$ cat src/rtl/video_fetch.sv
// Frame-memory reader: fetches bsize bytes over a single-outstanding read
// handshake, packs them little-endian and hands the word to the line buffer.
module video_fetch #(
    parameter int bsize       = 4,
    parameter int ADDR_W      = 17,
    parameter int FRAME_BYTES = 76800
) (
    input  logic                 clk25MHz,
    input  logic                 reset,
    input  logic                 en,
    input  logic                 frame_start,
    input  logic                 watermark_on,
    input  logic                 full,
    output logic [ADDR_W-1:0]    mem_addr,
    output logic                 mem_rd,
    input  logic [7:0]           mem_data,
    input  logic                 mem_valid,
    output logic [bsize*8-1:0]   data,
    output logic                 load,
    output logic                 underrun
);

    localparam int WORD_W = bsize * 8;
    localparam int CNT_W  = (bsize > 1) ? $clog2(bsize) : 1;
    localparam logic [ADDR_W-1:0] LAST_ADDR = ADDR_W'(FRAME_BYTES - 1);
    localparam logic [CNT_W-1:0]  LAST_CNT  = CNT_W'(bsize - 1);

    typedef enum logic [2:0] {IDLE, ISSUE, WAIT, HOLD, LOAD, DRAIN} state_t;

    state_t              state_reg, state_next;
    logic [ADDR_W-1:0]   addr_reg, addr_next;
    logic                rd_reg, rd_next;
    logic [WORD_W-1:0]   data_reg, data_next;
    logic [WORD_W-1:0]   stage_reg, stage_next;
    logic                load_reg, load_next;
    logic                underrun_reg, underrun_next;
    logic [CNT_W-1:0]    cnt_reg, cnt_next;
    logic                pend_reg, pend_next;
    logic                prefetch_reg, prefetch_next;

    logic [WORD_W-1:0]   merged;
    logic [ADDR_W-1:0]   addr_inc;
    logic                drain_needed;

    // Staging word with the incoming byte dropped into the current slot.
    for (genvar gi = 0; gi < bsize; gi++) begin : g_slot
        assign merged[8*gi +: 8] = (cnt_reg == CNT_W'(gi)) ? mem_data : stage_reg[8*gi +: 8];
    end

    assign addr_inc = (addr_reg == LAST_ADDR) ? '0 : addr_reg + 1'b1;

    // A response that lands in the same cycle as frame_start retires the read.
    assign drain_needed = pend_reg &&
                          !(mem_valid && (state_reg == WAIT || state_reg == DRAIN));

    always_comb begin
        state_next    = state_reg;
        addr_next     = addr_reg;
        rd_next       = 1'b0;
        data_next     = data_reg;
        stage_next    = stage_reg;
        load_next     = 1'b0;
        underrun_next = underrun_reg;
        cnt_next      = cnt_reg;
        pend_next     = pend_reg;
        prefetch_next = prefetch_reg;

        case (state_reg)
            IDLE: begin
                if (watermark_on || !full) begin
                    state_next    = ISSUE;
                    cnt_next      = '0;
                    prefetch_next = full;
                    rd_next       = 1'b1;
                    pend_next     = 1'b1;
                end
            end
            ISSUE: begin
                state_next = WAIT;
            end
            WAIT: begin
                if (mem_valid) begin
                    stage_next = merged;
                    pend_next  = 1'b0;
                    addr_next  = addr_inc;
                    if (cnt_reg == LAST_CNT) begin
                        state_next = HOLD;
                        data_next  = merged;
                    end else begin
                        cnt_next   = cnt_reg + 1'b1;
                        state_next = ISSUE;
                        rd_next    = 1'b1;
                        pend_next  = 1'b1;
                    end
                end
            end
            HOLD: begin
                if (!full) begin
                    state_next = LOAD;
                    load_next  = 1'b1;
                end
            end
            LOAD: begin
                state_next = IDLE;
            end
            DRAIN: begin
                if (mem_valid) begin
                    pend_next  = 1'b0;
                    state_next = IDLE;
                end
            end
            default: begin
                state_next = IDLE;
            end
        endcase

        if ((state_reg == ISSUE || state_reg == WAIT) && prefetch_reg && !full) begin
            underrun_next = 1'b1;
        end

        if (frame_start) begin
            addr_next     = '0;
            cnt_next      = '0;
            underrun_next = 1'b0;
            load_next     = 1'b0;
            rd_next       = 1'b0;
            data_next     = data_reg;
            pend_next     = drain_needed;
            state_next    = drain_needed ? DRAIN : IDLE;
        end
    end

    always_ff @(posedge clk25MHz or posedge reset) begin
        if (reset) begin
            state_reg    <= IDLE;
            addr_reg     <= '0;
            rd_reg       <= 1'b0;
            data_reg     <= '0;
            stage_reg    <= '0;
            load_reg     <= 1'b0;
            underrun_reg <= 1'b0;
            cnt_reg      <= '0;
            pend_reg     <= 1'b0;
            prefetch_reg <= 1'b0;
        end else if (en) begin
            state_reg    <= state_next;
            addr_reg     <= addr_next;
            rd_reg       <= rd_next;
            data_reg     <= data_next;
            stage_reg    <= stage_next;
            load_reg     <= load_next;
            underrun_reg <= underrun_next;
            cnt_reg      <= cnt_next;
            pend_reg     <= pend_next;
            prefetch_reg <= prefetch_next;
        end
    end

    assign mem_addr = addr_reg;
    assign mem_rd   = rd_reg;
    assign data     = data_reg;
    assign load     = load_reg;
    assign underrun = underrun_reg;

endmodule

$ cat config.mk
export PLATFORM = sky130hd
export DESIGN_NAME = video_fetch
export DESIGN_NICKNAME = d
export VERILOG_FILES = /design/src/rtl/video_fetch.sv
export SDC_FILE = /design/constraint.sdc
export NUM_CORES = 1
export LEC_CHECK = 0
export BUFFER_PORTS_ARGS = -buffer_cell sky130_fd_sc_hd__buf_4
export CAP_MARGIN = 5
export CORE_MARGIN = 3
export CORE_UTILIZATION = 56
export CTS_CLUSTER_SIZE = 10
export DETAILED_ROUTE_END_ITERATION = 10
export PLACE_DENSITY_LB_ADDON = 0.08
export SETUP_SLACK_MARGIN = 0.2
export SLEW_MARGIN = 10
export SYNTH_ARGS = -nofsm -noshare
export SYNTH_HDL_FRONTEND = slang
export SYNTH_SLANG_ARGS = --single-unit
$ cat constraint.sdc
create_clock -name clk25MHz -period 3.3 [get_ports clk25MHz]
set_input_delay 0.495 -clock clk25MHz [delete_from_list [all_inputs] [get_ports clk25MHz]]
set_output_delay 0.495 -clock clk25MHz [all_outputs]
set_load 0.1 [all_outputs]
### Yosys cells after proc, flatten, opt, wreduce, memory -nomap -nowiden

Cells that the tools add are included.

| cells by class | value |
|---|---|
| add/sub/neg operators | 2 |
| reductions and logical operators | 24 |
| bitwise logic cells | 1 |
| div/mod/pow operators | 0 |
| shifts and indexed selects | 0 |
| multipliers | 0 |
| eq/ne operators | 13 |
| muxes and demuxes | 36 |
| $lt $le $gt $ge | 0 |

Operators by type and width:

| kind | number |
|---|---|
| 2-to-1 mux 17 bit | 4 |
| 2-to-1 mux 8 bit | 4 |
| AND reduction 5 bit | 4 |
| 2-to-1 mux 3 bit | 6 |
| adder 17 x 1 -> 17 bit, second input constant | 1 |
| equality test 17 bit, second input constant | 1 |
| inequality test 3 bit, second input constant | 5 |
| case mux 3 bit (5 select lines) | 1 |
| 2-to-1 mux 1 bit | 13 |
| 2-to-1 mux 2 bit | 5 |
| AND reduction 3 bit | 3 |
| equality test 3 x 2 -> 1 bit, second input constant | 2 |
| nonzero test 2 bit | 3 |
| equality test 2 bit, second input constant | 2 |
| logical AND 1 bit | 4 |
| case mux 2 bit (2 select lines) | 1 |
| nonzero test 4 bit | 1 |
| equality test 3 x 1 -> 1 bit, second input constant | 1 |
| equality test 3 bit, second input constant | 1 |
| zero test 3 bit | 1 |
| logical OR 1 bit | 3 |
| case mux 1 bit (3 select lines) | 1 |
| nonzero test 3 bit | 1 |
| adder 2 x 1 -> 2 bit, second input constant | 1 |
| other kinds (6) | 7 |

| storage, ports and cells | value |
|---|---|
| bits in latches | 0 |
| memories | 0 |
| bits in registers | 91 |
| logic and storage cells | 86 |
| bits of input ports | 15 |
| bits in read-only memories | 0 |
| RAM bits | 0 |

### Logic depth before layout (Yosys ltp)

Gate-level depths: netlist of the first run.

| logic depth | value |
|---|---|
| depth in word-level cells | 7 |
| gate-level depth with buffers | 8 |

### Worst setup path after synthesis of the first run

No wires, ideal clock.

| timing | value |
|---|---|
| path kind | reg2reg |
| start | register addr_reg[0], in the netlist mem_addr[0] |
| end | register addr_reg[3], in the netlist mem_addr[3] |
| period minus slack after synthesis | 2.518 ns |
| library setup time | 0.126 ns |
| setup slack | 0.782 ns |
| arrival time | 2.392 ns |
| cell stages (with the launch flop) | 7 |
| cell sequence | dfrtp_1 > ha_1 > and3_1 > and3_4 > a41oi_2 > and3_1 > a221o_1 |

| on the way | value |
|---|---|
| word-level cells in the longest chain between the ends | 5 |
| elaborated cells between the ends (all ways) | 6 |
| classes of those cells | add/sub (1); eq/ne (1); mux (4) |

RTL lines:

| element | RTL line | source |
|---|---|---|
| from (decl) | 31 | `logic [ADDR_W-1:0] addr_reg, addr_next;` |
| from (signal assigned) | 147 | `addr_reg <= addr_next;` |
| adder 17 x 1 -> 17 bit or equality test 17 bit (tied branches) | 50 | `assign addr_inc = (addr_reg == LAST_ADDR) ? '0 : addr_reg + 1'b1;` |
| 2-to-1 mux 17 bit (*) | 50 |  |
| 2-to-1 mux 17 bit (*) | 82 | `if (mem_valid) begin` |
| 2-to-1 mux 17 bit (*) | 68 | `case (state_reg)` |
| 2-to-1 mux 17 bit (*) | 121 | `if (frame_start) begin` |

Every way passes the cells marked *; elsewhere a longest branch is shown, timed or not. The select of a mux whose other input is x is not followed.
A chain may end at the register's enable or synchronous reset.

### Worst setup path in the final report of the first run

| timing | value |
|---|---|
| start | register addr_reg[0], in the netlist mem_addr[0] |
| end | register addr_reg[9], in the netlist mem_addr[9] |

Same word-level chain as after synthesis.

==> results of run 1 <==
## routing by layer
layer	up-vias	share of wire (%)	global-route usage, %
met5	-	0	0
met4	0	1.1	6.888
met3	9	4.5	5.188
met2	82	49	35.10
met1	1480	45	28.51
li1	1447	-	-
## worst reg2reg max path: cells and delay by family, from the launching register on
kind / cells / cell delay (ns)
fa+ha+maj: 1 / 0.25
flops: 1 / 0.43
compound gates: 2 / 0.71
simple gates: 3 / 0.61
## area by class of cell
cell class,instances,area (sq um)
Sequential cell,83,2077
Fill cell,538,2064
Multi-Input combinational cell,253,1782
Timing Repair Buffer,70,525.5
Clock buffer,11,141.4
Tap cell,96,120.1
Clock inverter,5,82.58
Inverter,10,38.79
## placed cells by master, fill, tap and decap left out, types with 2 or more instances in the layout
cell type,netlist,layout
nand3_1,12,11
dfrtp_1,83,83
o32a_1,2,2
inv_6,0,2
a21oi_1,11,11
inv_1,10,9
ha_1,5,5
and3_1,4,4
clkinv_2,0,2
o21ai_0,38,38
and2_2,2,2
and4bb_2,2,2
nor2b_1,5,5
o211a_1,2,2
nand4_1,4,4
bufinv_16,0,2
or4_1,3,3
o22ai_1,2,2
mux2_2,32,32
buf_4,1,70
a221o_1,2,2
nand2_1,42,42
and2_1,3,3
a31oi_1,4,4
o31ai_1,3,3
nor3_1,8,8
a31o_2,2,2
nor2_1,11,11
a22o_1,6,6
clkbuf_8,0,10
o21ai_1,2,2
mux2i_1,25,25
## cells by family after synthesis
family                     Yosys count  synth area share, %
buffers and inverters               27                2.962
muxes                               57                15.38
and+or+nand+nor                    107                13.86
DFF                                 83                52.30
adders and majority gates            5                1.575
AOI/OAI and AO/OA                   83                13.71
xor gates and xnor gates             1               0.2206
## final timing paths
kind / startpoint / end / cells after the start
setup / recovery: mem_addr[0] / mem_addr[9] / 6
hold / removal: reset / stage_reg[23] / 2
max in group asynchronous: reset / mem_addr[7] / 3
min in group clk25MHz: watermark_on / prefetch_reg / 3
setup reg to reg: mem_addr[0] / mem_addr[9] / 6
hold reg to reg: data[2] / data[2] / 2
## where the power goes
part	internal (mW)	switching [mW]	leakage, nW	total [mW]
Sequential	1.10	0.102	1.13	1.21
Clock	0.452	0.377	0.114	0.829
Combinational	0.202	0.379	1.03	0.581
## stage by stage
| stage | area [sq um] | instances | setup WS [ns] |
|---|---|---|---|
| 3_5_place_dp | 4543 | 512 | 1.230 |
| 4_1_cts | 4767 | 528 | 1.196 |
| 5_1_grt | 4767 | 528 | 1.007 |
| 6_report | 4767 | 528 | 1.198 |
| 2_1_floorplan | 3971 | 363 | 0.6682 |
| 3_3_place_gp | 4543 | 512 | 1.340 |
==> results.json, run 1 <==
{
  "post-synth-top-count-cell": "dfrtp_1",
  "rows": 30,
  "required_ns": 3.55,
  "cts_buffers": 9,
  "synth_cell_types": 53,
  "io_buffers": 66,
  "crit_type": "flip-flop to flip-flop",
  "syn-num-nets": 383,
  "hold_viol_final": 0,
  "period_share_pct": 63.71,
  "run_status": "complete, no violations",
  "ys_top_cells_by_area": "dfrtp_1 52%, mux2_2 9.1%, mux2i_1 6.3%",
  "die_y_um": 90.21,
  "cp_max_fo": 10,
  "core-area_sq_mm": 0.006832,
  "min_period_ns": 2.102,
  "fin_skew_ns": 0.009024,
  "die-area_sq_mm": 0.008138,
  "cts.clk_slew.worst_paths_ns": 0.09,
  "synth_edf_count": 0,
  "yosysTopAreaCellShare_pct": 52.30,
  "grt_pass1_wl_um": 14120,
  "cts_hold_buf": 0,
  "end_kind": "flip-flop",
  "ant_nets": 0,
  "hp-class": "input pin to async pin",
  "irDropWorstVdd_v": 0.0003419,
  "crit_path_top_delay_cell": "dfrtp_1",
  "finalSetupViolCount": 0,
  "largest_reg_flops": 32,
  "rsz0062_at_grt": "false",
  "synth_largest_area_cell": "dfrtp_1",
  "cts_htree_levels": 3,
  "grt_overflow": 0,
  "rrSetupSlack_ns": 1.20,
  "syn_area_sq_mm": 0.003971,
  "ctsResizeCount": 0,
  "timing.fmax_mhz": 475.7,
  "hpwl_um": 5650,
  "ios": 67,
  "drc": 0,
  "diodes": 0,
  "wl_per_cell_um": 15.96,
  "finalWirelength_um": 8427,
  "maxCapViolations": 0,
  "fin_hold_ws_ns": 0.2540,
  "fin_nets": 447,
  "synthFlopType": "dfrtp_1",
  "antenna_found_initial": 0,
  "cp_slowest_stage_delay_ns": 0.43,
  "final.setup.tns_ns": 0,
  "cts_tree": "done",
  "clock-sinks": 83,
  "crit_buf_inv": 0,
  "worst_slew_pin_slew_ns": 0.7666,
  "yosysWarningCount": 0,
  "yosysSeqAreaShare_pct": 52.30,
  "syn-instance-count": 363,
  "p_leak_nw": 2.274,
  "async_reset_ff_share_pct": 100.0,
  "vias": 3018,
  "syn_area_per_cell_sq_um": 10.94,
  "finish.utilization_pct": 69.78,
  "slew_viol_final": 0,
  "place_congestion": 0.8638,
  "grt_pass1_vias": 2880,
  "cts-root-buf": "clkbuf_8",
  "clk_path_buf_depth": 2,
  "relSlewSlack_pct": 48.84,
  "start_kind": "flip-flop",
  "die_width_um": 90.21,
  "drtPass1Iterations": 4,
  "clock_latency_ns": 0.35,
  "drtIter0Drc": 111,
  "cp_top_family": "compound AO/OA/AOI/OAI gates",
  "viasPerCell": 5.716,
  "track_usage_pct": 21.52,
  "syn2layout_area_growth_pct": 20.04,
  "layout-drive-gt1-share_pct": 30.56,
  "cp.arrival_ns": 2.36,
  "start_util_pct": 58.13,
  "synth_top_cells_by_count": "83 x dfrtp_1, 42 x nand2_1, 38 x o21ai_0",
  "cts_setup_buffers": 0,
  "path_cells": "ha_1, and3_1, and3_4, a41oi_2, nand2_1, o31ai_1",
  "grt_max_degree": 57,
  "ys_seq_elements": 83,
  "power.density_mw_per_mm2": 549.0,
  "finalPower_mw": 2.617
}
No activity file was read; power rests on OpenSTA's default activity.
==> inputs of run 2 (changes only) <==
clock period = 2 ns   (was 3.3 ns; I/O delays follow)
==> run 2 against run 1 <==
Net effect: global-route usage is 1.2 points higher; critical path depth stayed put; clock-buffer cell count decreased by 1; cell count rose by 3.4%; fmax increased by 14%; flip-flop and latch count stayed put; wire length is 5.8% higher; sequential power up 63%; worst setup slack lost 1.0 ns; core utilization up 3.8 points; largest power group unchanged; worst hold slack lost 0.25 ns.
==> results.json, run 2 (synthesis results as in run 1) <==
{
  "run_status": "complete, no violations",
  "cp.arrival_ns": 2.14,
  "layout.area.seq_sq_mm": 0.002113,
  "period_share_pct": 92.54,
  "clock-sinks": 83,
  "maxCapViolations": 0,
  "p_clk_share_pct": 31.2,
  "place_congestion": 0.8505,
  "track_usage_pct": 22.75,
  "die_width_um": 90.21,
  "power.density_mw_per_mm2": 885.8,
  "grt_overflow": 0,
  "die_y_um": 90.21,
  "ant_nets": 0,
  "p_sw_share_pct": 33.05,
  "fin_nets": 465,
  "finalWirelength_um": 8919,
  "grt_pass1_wl_um": 14930,
  "crit_type": "flip-flop to flip-flop",
  "worst_slack_ns": 0.1493,
  "min_period_ns": 1.851,
  "cts_htree_levels": 3,
  "end_kind": "flip-flop",
  "slew_viol_final": 0,
  "drc": 0,
  "drtIter0Drc": 158,
  "finalSetupViolCount": 0,
  "vias": 3132,
  "wl_per_cell_um": 16.34,
  "finish.utilization_pct": 73.61,
  "p_sw_mw": 1.472,
  "cts_buffers": 9,
  "viasPerCell": 5.736,
  "placed_area_sq_mm": 0.004713,
  "required_ns": 2.29,
  "antenna_found_initial": 0,
  "clk_path_buf_depth": 2,
  "cts_hold_buf": 0,
  "pre_cts_slack_ns": 0.1268,
  "hpwl_um": 6141,
  "relSlewSlack_pct": 59.42,
  "grt_max_degree": 57,
  "layout_common_cells": "86 x buf_4, 66 x dfrtp_1, 40 x nand2_1, 34 x o21ai_0, 32 x mux2_2",
  "rsz0062_at_grt": "true",
  "worst_slew_pin_slew_ns": 0.6074,
  "multi_input_area_sq_mm": 0.001837,
  "irDropWorstVdd_v": 0.0005250,
  "syn2layout_area_growth_pct": 26.62,
  "timing.fmax_mhz": 540.3,
  "largest_reg_flops": 32,
  "cts-root-buf": "clkbuf_8",
  "core-area_sq_mm": 0.006832,
  "fin_area_sq_mm": 0.005029,
  "fin_skew_ns": 0.009144,
  "comb_power_share_pct": 24.5,
  "fillers": 532,
  "cp_max_fo": 8,
  "die-area_sq_mm": 0.008138,
  "grt_pass1_vias": 3034,
  "p_int_mw": 2.982,
  "clock_latency_ns": 0.36,
  "p_seq_share_pct": 44.2,
  "diodes": 0,
  "drtPass1Iterations": 4,
  "fin_hold_ws_ns": 0.006498,
  "start_util_pct": 58.13,
  "cts.clk_slew.worst_paths_ns": 0.09,
  "layout-drive-gt1-share_pct": 39.11,
  "cts_tree": "done",
  "hp-class": "input pin to async pin",
  "rows": 30,
  "p_leak_nw": 2.349,
  "ios": 67,
  "start_kind": "flip-flop",
  "hold_viol_final": 0,
  "final_common_cell": "buf_4",
  "io_buffers": 66,
  "final.setup.tns_ns": 0
}
==> run 2: cell count changes in the layout (fill, tap and decap cells not counted), moves of 2 or more <==
cell,delta
buf_4,+16
dfrtp_4,+6
dfrtp_1,-17
o21ai_2,+3
nand2_2,+2
dfrtp_2,+11
nand2_1,-2
o21ai_0,-4
buf_12,+2
clkinvlp_4,+2
clkinv_2,-2
==> run 2: final timing paths <==
path / cells after the start / from / endpoint / slack, ns
min: 2 / reset / data[23] / 0.006
max reg2reg: 6 / mem_addr[1] / mem_addr[15] / 0.15
min reg2reg: 2 / data[1] / data[1] / 0.49
max in group asynchronous: 3 / reset / data[30] / 1.36
max: 6 / mem_addr[1] / mem_addr[15] / 0.15
min in group clk25MHz: 2 / mem_data[1] / data[25] / 0.23
==> run 2: area by class of cell <==
type / instances / area share, %
Clock buffer: 10 / 2.737
Clock inverter: 6 / 1.866
Inverter: 10 / 0.8211
Multi-Input combinational cell: 253 / 36.53
Sequential cell: 83 / 42.03
Tap cell: 96 / 2.389
Timing Repair Buffer: 88 / 13.64
==> run 2: worst max-delay path, cell delays in order (launching register included) <==
cell and delay (ns):
dfrtp_4 0.50, ha_4 0.17, and3_4 0.17, and3_4 0.17, a41o_4 0.28, or4_1 0.41, o21ai_1 0.08
==> run 2: timing repair <==
item,4_1_cts,5_1_grt
endpoints found under the setup margin,14,26
gates resized for setup,4,6
cloned,0,0
buffers inserted,5,3
pin swaps,0,2
==> run 2: per-layer routing <==
metal | share of wire, % | GRT usage, % | vias up
met1 | 45 | 30.37 | 1558
li1 | - | - | 1488
met3 | 4.2 | 4.686 | 12
met4 | 1.4 | 8.418 | 0
met2 | 49 | 36.90 | 74
met5 | 0 | 0 | -
==> run 2: through the flow <==
stage	power, mW	std cells
final	4.454	546
after global routing	4.662	546
after global placement	3.018	522
after detailed placement	3.060	522
after floorplan	2.773	363
after CTS	4.466	543
==> run 2: power by group through the flow <==
stage	logic, mW	registers (mW)	clock network, mW
global route	1.17	1.99	1.50
finish	1.09	1.97	1.39
detailed placement	1.06	2.00	0
CTS	1.08	1.97	1.41
floorplan	0.511	2.26	0
global placement	1.03	1.99	0
